**src/rtl/vga_timing_gen_if.sv**
```systemverilog
// Video timing bundle produced by vga_timing_gen: raster position, sync strobes,
// active-area flag, line/frame pulses and the frame counter.
interface vga_timing_gen_if;
   logic [9:0] hpos;
   logic [9:0] vpos;
   logic       hsync;
   logic       vsync;
   logic       visible;
   logic       line_start;
   logic       frame_start;
   logic [7:0] frame_count;

   modport master (
      output hpos, vpos, hsync, vsync, visible, line_start, frame_start, frame_count
   );

   modport slave (
      input hpos, vpos, hsync, vsync, visible, line_start, frame_start, frame_count
   );
endinterface

```
**src/rtl/vga_timing_gen.sv**
```systemverilog
// VGA raster timing generator with horizontal/vertical phase FSMs and registered outputs.
// Define VGA_TIMING_FRAME_CNT_EN to build the 8-bit frame counter; otherwise frame_count is 0.
module vga_timing_gen #(
   parameter int H_DISPLAY   = 640,
   parameter int H_FRONT     = 16,
   parameter int H_SYNC      = 96,
   parameter int H_BACK      = 48,
   parameter int V_DISPLAY   = 480,
   parameter int V_FRONT     = 10,
   parameter int V_SYNC      = 2,
   parameter int V_BACK      = 33,
   parameter bit SYNC_ACTIVE = 1'b0
) (
   input  logic             clk,
   input  logic             rst_n,
   input  logic             ce,
   vga_timing_gen_if.master vid
);

   localparam int H_TOTAL = H_DISPLAY + H_FRONT + H_SYNC + H_BACK;
   localparam int V_TOTAL = V_DISPLAY + V_FRONT + V_SYNC + V_BACK;

   localparam logic [9:0] H_LAST     = 10'(H_TOTAL - 1);
   localparam logic [9:0] H_FP_START = 10'(H_DISPLAY);
   localparam logic [9:0] H_SY_START = 10'(H_DISPLAY + H_FRONT);
   localparam logic [9:0] H_BP_START = 10'(H_DISPLAY + H_FRONT + H_SYNC);
   localparam logic [9:0] V_LAST     = 10'(V_TOTAL - 1);
   localparam logic [9:0] V_FP_START = 10'(V_DISPLAY);
   localparam logic [9:0] V_SY_START = 10'(V_DISPLAY + V_FRONT);
   localparam logic [9:0] V_BP_START = 10'(V_DISPLAY + V_FRONT + V_SYNC);

   typedef enum logic [1:0] {H_ACT = 2'd0, H_FP = 2'd1, H_SY = 2'd2, H_BP = 2'd3} h_state_t;
   typedef enum logic [1:0] {V_ACT = 2'd0, V_FP = 2'd1, V_SY = 2'd2, V_BP = 2'd3} v_state_t;

   h_state_t   h_state_r, h_state_s;
   v_state_t   v_state_r, v_state_s;
   logic [9:0] h_cnt_r, h_cnt_s;
   logic [9:0] v_cnt_r, v_cnt_s;
   logic       h_wrap_s, v_wrap_s;
   logic       hsync_r, hsync_s;
   logic       vsync_r, vsync_s;
   logic       visible_r, visible_s;
   logic       line_start_r, line_start_s;
   logic       frame_start_r, frame_start_s;

   // Next position, phase states and output levels; all outputs derive from the next state
   // so that registered sync/visible describe the same position as registered hpos/vpos.
   always_comb begin
      h_cnt_s   = h_cnt_r;
      v_cnt_s   = v_cnt_r;
      h_state_s = h_state_r;
      v_state_s = v_state_r;
      h_wrap_s  = 1'b0;
      v_wrap_s  = 1'b0;
      if (ce) begin
         h_wrap_s = (h_cnt_r == H_LAST);
         if (h_wrap_s) begin
            h_cnt_s  = 10'd0;
            v_wrap_s = (v_cnt_r == V_LAST);
            if (v_wrap_s) begin
               v_cnt_s = 10'd0;
            end else begin
               v_cnt_s = v_cnt_r + 10'd1;
            end
         end else begin
            h_cnt_s = h_cnt_r + 10'd1;
         end

         case (h_state_r)
            H_ACT:   h_state_s = (h_cnt_s == H_FP_START) ? H_FP  : H_ACT;
            H_FP:    h_state_s = (h_cnt_s == H_SY_START) ? H_SY  : H_FP;
            H_SY:    h_state_s = (h_cnt_s == H_BP_START) ? H_BP  : H_SY;
            H_BP:    h_state_s = h_wrap_s                ? H_ACT : H_BP;
            default: h_state_s = H_ACT;
         endcase

         // Vertical phase only moves on a line wrap; a corrupt state still recovers at once.
         case (v_state_r)
            V_ACT:   v_state_s = (h_wrap_s && (v_cnt_s == V_FP_START)) ? V_FP  : V_ACT;
            V_FP:    v_state_s = (h_wrap_s && (v_cnt_s == V_SY_START)) ? V_SY  : V_FP;
            V_SY:    v_state_s = (h_wrap_s && (v_cnt_s == V_BP_START)) ? V_BP  : V_SY;
            V_BP:    v_state_s = v_wrap_s                              ? V_ACT : V_BP;
            default: v_state_s = V_ACT;
         endcase
      end else begin
         h_cnt_s = h_cnt_r;
      end

      hsync_s       = (h_state_s == H_SY) ? SYNC_ACTIVE : ~SYNC_ACTIVE;
      vsync_s       = (v_state_s == V_SY) ? SYNC_ACTIVE : ~SYNC_ACTIVE;
      visible_s     = (h_state_s == H_ACT) && (v_state_s == V_ACT);
      line_start_s  = h_wrap_s;
      frame_start_s = h_wrap_s && v_wrap_s;
   end

   // State, position and output registers with synchronous active-low reset.
   always_ff @(posedge clk) begin
      if (!rst_n) begin
         h_state_r     <= H_ACT;
         v_state_r     <= V_ACT;
         h_cnt_r       <= 10'd0;
         v_cnt_r       <= 10'd0;
         hsync_r       <= ~SYNC_ACTIVE;
         vsync_r       <= ~SYNC_ACTIVE;
         visible_r     <= 1'b1;
         line_start_r  <= 1'b0;
         frame_start_r <= 1'b0;
      end else begin
         h_state_r     <= h_state_s;
         v_state_r     <= v_state_s;
         h_cnt_r       <= h_cnt_s;
         v_cnt_r       <= v_cnt_s;
         hsync_r       <= hsync_s;
         vsync_r       <= vsync_s;
         visible_r     <= visible_s;
         line_start_r  <= line_start_s;
         frame_start_r <= frame_start_s;
      end
   end

`ifdef VGA_TIMING_FRAME_CNT_EN
   logic [7:0] frame_cnt_r;

   // Frames completed since reset; steps in the same cycle frame_start is registered.
   always_ff @(posedge clk) begin
      if (!rst_n) begin
         frame_cnt_r <= 8'd0;
      end else if (frame_start_s) begin
         frame_cnt_r <= frame_cnt_r + 8'd1;
      end else begin
         frame_cnt_r <= frame_cnt_r;
      end
   end

   assign vid.frame_count = frame_cnt_r;
`else
   assign vid.frame_count = 8'h00;
`endif

   assign vid.hpos        = h_cnt_r;
   assign vid.vpos        = v_cnt_r;
   assign vid.hsync       = hsync_r;
   assign vid.vsync       = vsync_r;
   assign vid.visible     = visible_r;
   assign vid.line_start  = line_start_r;
   assign vid.frame_start = frame_start_r;

endmodule

```
**src/flat_wrapper.sv**
```systemverilog
// flat-port wrapper written by rule: the top's interface ports become plain ports
module vga_timing_gen_flat 
#(
   parameter int H_DISPLAY   = 640,
   parameter int H_FRONT     = 16,
   parameter int H_SYNC      = 96,
   parameter int H_BACK      = 48,
   parameter int V_DISPLAY   = 480,
   parameter int V_FRONT     = 10,
   parameter int V_SYNC      = 2,
   parameter int V_BACK      = 33,
   parameter bit SYNC_ACTIVE = 1'b0
)
  (clk, rst_n, ce, vid_hpos, vid_vpos, vid_hsync, vid_vsync, vid_visible, vid_line_start, vid_frame_start, vid_frame_count);
  vga_timing_gen_if vid_i ();
  input  logic clk;
  input  logic rst_n;
  input  logic ce;
  output wire logic [$bits(vid_i.hpos)-1:0] vid_hpos;
  output wire logic [$bits(vid_i.vpos)-1:0] vid_vpos;
  output wire logic [$bits(vid_i.hsync)-1:0] vid_hsync;
  output wire logic [$bits(vid_i.vsync)-1:0] vid_vsync;
  output wire logic [$bits(vid_i.visible)-1:0] vid_visible;
  output wire logic [$bits(vid_i.line_start)-1:0] vid_line_start;
  output wire logic [$bits(vid_i.frame_start)-1:0] vid_frame_start;
  output wire logic [$bits(vid_i.frame_count)-1:0] vid_frame_count;
  assign vid_hpos = vid_i.hpos;
  assign vid_vpos = vid_i.vpos;
  assign vid_hsync = vid_i.hsync;
  assign vid_vsync = vid_i.vsync;
  assign vid_visible = vid_i.visible;
  assign vid_line_start = vid_i.line_start;
  assign vid_frame_start = vid_i.frame_start;
  assign vid_frame_count = vid_i.frame_count;
  vga_timing_gen #(.H_DISPLAY(H_DISPLAY), .H_FRONT(H_FRONT), .H_SYNC(H_SYNC), .H_BACK(H_BACK), .V_DISPLAY(V_DISPLAY), .V_FRONT(V_FRONT), .V_SYNC(V_SYNC), .V_BACK(V_BACK), .SYNC_ACTIVE(SYNC_ACTIVE)) u_core (.clk(clk), .rst_n(rst_n), .ce(ce), .vid(vid_i));
endmodule
```
**config.mk**
```make
export PLATFORM = sky130hd
export DESIGN_NAME = vga_timing_gen_flat
export DESIGN_NICKNAME = d
export VERILOG_FILES = /design/src/rtl/vga_timing_gen_if.sv /design/src/rtl/vga_timing_gen.sv /design/src/flat_wrapper.sv
export SDC_FILE = /design/constraint.sdc
export NUM_CORES = 1
export LEC_CHECK = 0
export ABC_AREA = 1
export CORE_UTILIZATION = 57
export DETAILED_ROUTE_END_ITERATION = 10
export PLACE_DENSITY = 0.82
export RECOVER_POWER = 100
export SLEW_MARGIN = 20
export SYNTH_ARGS = -nofsm -noshare
export SYNTH_HDL_FRONTEND = slang
export SYNTH_SLANG_ARGS = --single-unit
```
**constraint.sdc**
```tcl
create_clock -name clk -period 4.4 [get_ports clk]
set_input_delay 0.88 -clock clk [delete_from_list [all_inputs] [get_ports clk]]
set_output_delay 0.88 -clock clk [all_outputs]
set_load 0.1 [all_outputs]
```
# Yosys cells after proc, flatten, opt, wreduce, memory -nomap -nowiden
# Cells that the tools add are included.
# classes
addsub	2
eq_ne	16
muxes	23
reduce_logical	9
# op_table
operator	count
10-bit equality test, second input constant	5
10-bit 2-to-1 mux	5
10-bit by 9-bit equality test with 1-bit output, second input constant	3
10-bit by 1-bit adder with 10-bit output, second input constant	2
2-bit one-hot mux with 4 select lines	2
2-bit equality test, second input constant	6
2-bit 2-to-1 mux	6
1-bit 2-to-1 mux	10
2-bit logical NOT	4
1-bit logical AND	5
2-bit by 1-bit equality test with 1-bit output, second input constant	2
# word_totals
reg_bits	29
word_cells	59

# Depth between registers and ports, before layout
# logic_depth
ltp_word	11
ltp_mapped	16

# Worst setup path after synthesis
# OpenSTA, ideal clock, no wires.
# synth_timing
kind	reg2reg
from	register u_core.h_cnt_r[0], in the netlist u_core.vid.hpos[0]
to	register u_core.visible_r, in the netlist u_core.vid.visible
t_arrival_ps	2658
setup_ps	120
path_stages_with_launch	14
t_required_ps	4280
slack_ps	1622
period_less_slack_ps	2778
n_path_buf	1
cell_sequence	dfxtp_1 -> ha_1 -> nand4_1 -> nor2_2 -> buf_6 -> nor2_2 -> a21oi_2 -> nand3_1 -> nor2_2 -> nand3_1 -> nand2_1 -> nand2_1 -> nand2_1 -> o21bai_2
# synth_via
elab_chain_cells	10
word_cells_on_any_way	32
classes_between	add/sub: 1; eq/ne: 7; mux: 18; reduce/logical: 6
# synth_rtl
element	line	source
start, declared	vga_timing_gen.sv:37	logic [9:0] h_cnt_r, h_cnt_s;
start signal, assigned	vga_timing_gen.sv:111	h_cnt_r <= h_cnt_s;
branches (longest 9 deep; another with 10-bit by 1-bit adder with 10-bit output)	n/a	
1-bit logical AND *	vga_timing_gen.sv:91	visible_s = (h_state_s == H_ACT) && (v_state_s == V_ACT);
end signal, assigned	vga_timing_gen.sv:115	visible_r <= visible_s;
end, declared	vga_timing_gen.sv:42	logic visible_r, visible_s;
# Every way passes the cells marked *. The select of a mux whose other input is x is not followed.
# A chain may end at the register's enable or synchronous reset.

# Final worst setup path
# Ends and elaborated chain as after synthesis.

==> summary.md <==
| Metric | Value |
|---|---|
| Outcome | `finished, final reports clean` |
| Drt pass-1 iters | `5` |
| Sinks on the clock net | `29` |
| RR Endpoint | `u_core.vid.visible` |
| Die H | `62.2 microns` |
| Total Routing Usage GR | `25.9%` |
| Syn Area/Cell | `6.07 sq um` |
| Post-CTS Repair Setup Buffers | `0` |
| Routed Antenna Nets | `0` |
| Crit start category | `flip-flop` |
| Slew Viols, Final | `0` |
| Max Buffers Root-to-Sink | `2` |
| GP Congestion | `0.871` |
| Row Count | `21` |
| Wirelength per Cell | `11.6 microns` |
| Pwr dens | `278 nW/um^2` |
| Flop pwr share | `45.9%` |
| RR Startpoint | `u_core.vid.hpos[0]` |
| Gr ovfl total | `0` |
| Worst Setup SP | `u_core.vid.hpos[0]` |
| Max_cap viols | `0` |
| Synthesis-to-finish area growth | `12.3%` |
| Cell area after synthesis | `2070 sq um` |
| Crit end category | `flip-flop` |
| Layout cells sized above 1 | `5.22%` |
| Endpoints failing setup | `0` |
| Core Area | `3420 sq um` |
| Vias per inst | `5.12` |
| IO Port Bufs | `27` |
| Post-synthesis sequential area ratio | `28.1%` |
| Switching power | `0.276 mW` |
| Yosys reg bits | `29` |
| Global-route wire length before repair | `8.09 mm` |
| 1st-iter DRT viols | `171` |
| RSZ-0062 raised after global routing | `false` |
| F_max | `0.333 GHz` |
| Ant diodes | `0` |
| Multi-input logic area | `1210 sq um` |
| DRC | `0` |
| Actual slew at the worst max-slew pin | `984 ps` |
| Vias after detailed routing | `2100` |
| Register Area | `581 sq um` |
| Vias in the first global route | `1836` |
| Die Span X | `62.2 microns` |
| Critical path required time | `4670 ps` |
| Largest net degree at the start of global routing | `33` |
| CTS Buf Count | `5` |
| Worst VDD drop | `0.181 mV` |
| Crit-path max FO | `19` |
| Distinct cells, synth | `33` |
| Final Skew | `6.27 ps` |
| Clock power frac | `22.5%` |
| Asr flop ratio synth | `0%` |
| Sw Ratio | `42.7%` |
| Fin crit share | `68.2%` |
| Int Power | `0.369 mW` |
| Fillcell total | `334` |
| Most used cell, CP | `nand2_1` |
| Final WL | `4.74 mm` |
| Mapped Cells | `341` |
| R2r worst-path depth | `13` |
| Root buffer cell | `clkbuf_4` |
| Clk slew on worst S/H paths | `90 ps` |
| Min-Delay Path Class | `flip-flop to flip-flop` |
| Die footprint | `3870 sq um` |
| Hold Path End | `u_core.vid.hpos[8]` |
| Clock Latency Late Sink | `330 ps` |
| Final nets | `372` |
| Flop-to-flop setup slack | `1400 ps` |
| WP data arrival | `3270 ps` |
| CTS H-tree lvls | `2` |
| Slew HR | `34.1%` |
| Pre-CTS WS | `1640 ps` |
| Worst Hold Launch | `u_core.vid.hpos[8]` |
| Starting Density | `60.5%` |
| Setup ws final | `1400 ps` |
| Number of I/O pins | `36` |
| Synthesis warning total | `0` |
| Worst hold path depth | `2` |
| Initial antenna violation count | `0` |
| Max stage delay on crit path | `500 ps` |
| Comb power frac | `31.5%` |
| Tmin final | `3000 ps` |
| TritonCTS clock tree | `done` |
| Leakage | `1.07 nW` |
| Setup_tns | `0 ps` |
| Final hold violations | `0` |
| PostCTS Resize Cnt | `0` |
| # hold bufs at CTS | `0` |
| Most used DFF post-synth | `dfxtp_1` |
| Crit path cell chain | `ha_1 -> nand3_1 -> nor2_1 -> nand2_1 -> nand2_1 -> nand2_1 -> nor2_1 -> nand2_1 -> nor2_1 -> a21oi_1 -> nor2_1 -> nand2_1 -> o21bai_2` |
| Dpl hpwl | `3.43 mm` |
| Slowest CP cell | `dfxtp_1` |
| Post-synth EDFFs | `0` |
| Crit path kind | `flip-flop to flip-flop` |
## cells in the mapped netlist (3+ instances only)
cell type	n	area [sq um]
nand2_1	102	383
inv_1	39	146
nor2_1	36	135
nand3_1	31	155
dfxtp_1	29	581
a21oi_1	19	95.1
o21ai_0	19	95.1
nand4_1	10	62.6
nor2_2	10	62.6
buf_4	9	67.6
clkbuf_1	6	22.5
ha_1	4	50.1
nor2_4	3	33.8
## critical path: cells and delay by family (launching register included)
| family | cells | cell delay, ps |
|---|---|---|
| AOI/OAI and AO/OA | 2 | 210 |
| and+or+nand+nor | 10 | 1890 |
| DFF | 1 | 500 |
| adders and majority gates | 1 | 330 |
## final cells by class
class,instances,share of cell area (%)
clock buffers,5,1.62
clock inverters,1,0.216
inverters,41,6.63
multi-input cells,260,52.1
flip-flops and latches,29,25.0
well taps,46,2.48
repair buffers,28,12.0
## cells by family (layout without fill, tap and decap cells)
family	Yosys count	count (layout)	synth area share (%)
buffers and inverters	59	75	13.1
other	1	8	0.181
DFF	29	29	28.1
xor gates and xnor gates	2	2	0.847
and+or+nand+nor	199	199	42.8
adders and majority gates	4	4	2.42
AOI/OAI and AO/OA	47	47	12.5
## placed cells by master (no fill, tap or decap)
master	netlist	layout
buf_4	9	1
a221oi_1	1	1
conb_1	1	8
clkinv_1	1	1
dfxtp_1	29	29
o211ai_1	1	1
o21bai_2	1	1
nand2_1	102	103
nor2_2	10	5
nand3_1	31	32
nor3_1	2	2
o21ai_1	2	1
clkbuf_4	0	5
xor2_1	1	1
nor2_1	36	42
dlygate4sd3_1	0	27
nor2_4	3	2
inv_2	1	1
inv_1	39	39
o21ai_0	19	20
xnor2_1	1	1
ha_1	4	4
nor3_2	1	1
a21oi_1	19	19
a21oi_2	1	1
a211oi_1	2	2
nand2_2	1	1
nor4_1	1	1
o21bai_1	1	1
nand4_1	10	10
clkinv_2	0	1
## state kept, by name, indices dropped and copies added, names as in the netlist
register,flops
u_core.vid.line_start,1
u_core.v_state_r,2
u_core.h_state_r,2
u_core.vid.hsync,1
u_core.vid.hpos,10
u_core.vid.vpos,10
u_core.vid.visible,1
u_core.vid.frame_start,1
u_core.vid.vsync,1
## stage by stage
| stage | power [mW] | util (%) | area (sq um) | cells | hold slack [ps] |
|---|---|---|---|---|---|
| 2_1_floorplan | 0.477 | - | 2090 | 348 | 557 |
| 3_3_place_gp | 0.509 | 67.7 | 2310 | 404 | 556 |
| 3_5_place_dp | 0.511 | 67.7 | 2310 | 404 | 556 |
| 4_1_cts | 0.654 | 68.9 | 2350 | 410 | 569 |
| 5_1_grt | 0.675 | 68.0 | 2320 | 410 | 590 |
| 6_report | 0.645 | 68.0 | 2320 | 410 | 570 |
## power by group through the flow
stage	Sequential, mW	Clock [mW]	Combinational [mW]
floorplan	0.380	0	0.0969
global placement	0.302	0	0.207
detailed placement	0.303	0	0.208
CTS	0.297	0.149	0.209
global route	0.300	0.160	0.215
finish	0.296	0.145	0.203
## worst max-delay path by stage
stage	endpoint	slack (ps)	cells past startpoint
final	u_core.vid.visible	1400	13
after global routing	u_core.vid.visible	1060	13
after CTS	vid_vpos[0]	1470	1
after detailed placement	u_core.vid.hsync	1640	7
after global placement	u_core.vid.hsync	1710	7
after floorplan	u_core.vid.visible	1620	13
## per-layer routing
metal / share of wire, % / GRT usage [%]
met5: 0 / 0
met4: 1.3 / 9.01
met3: 5.1 / 4.96
met2: 46 / 43.3
met1: 48 / 33.1
Note: power is estimated with default switching activity, not from simulation.
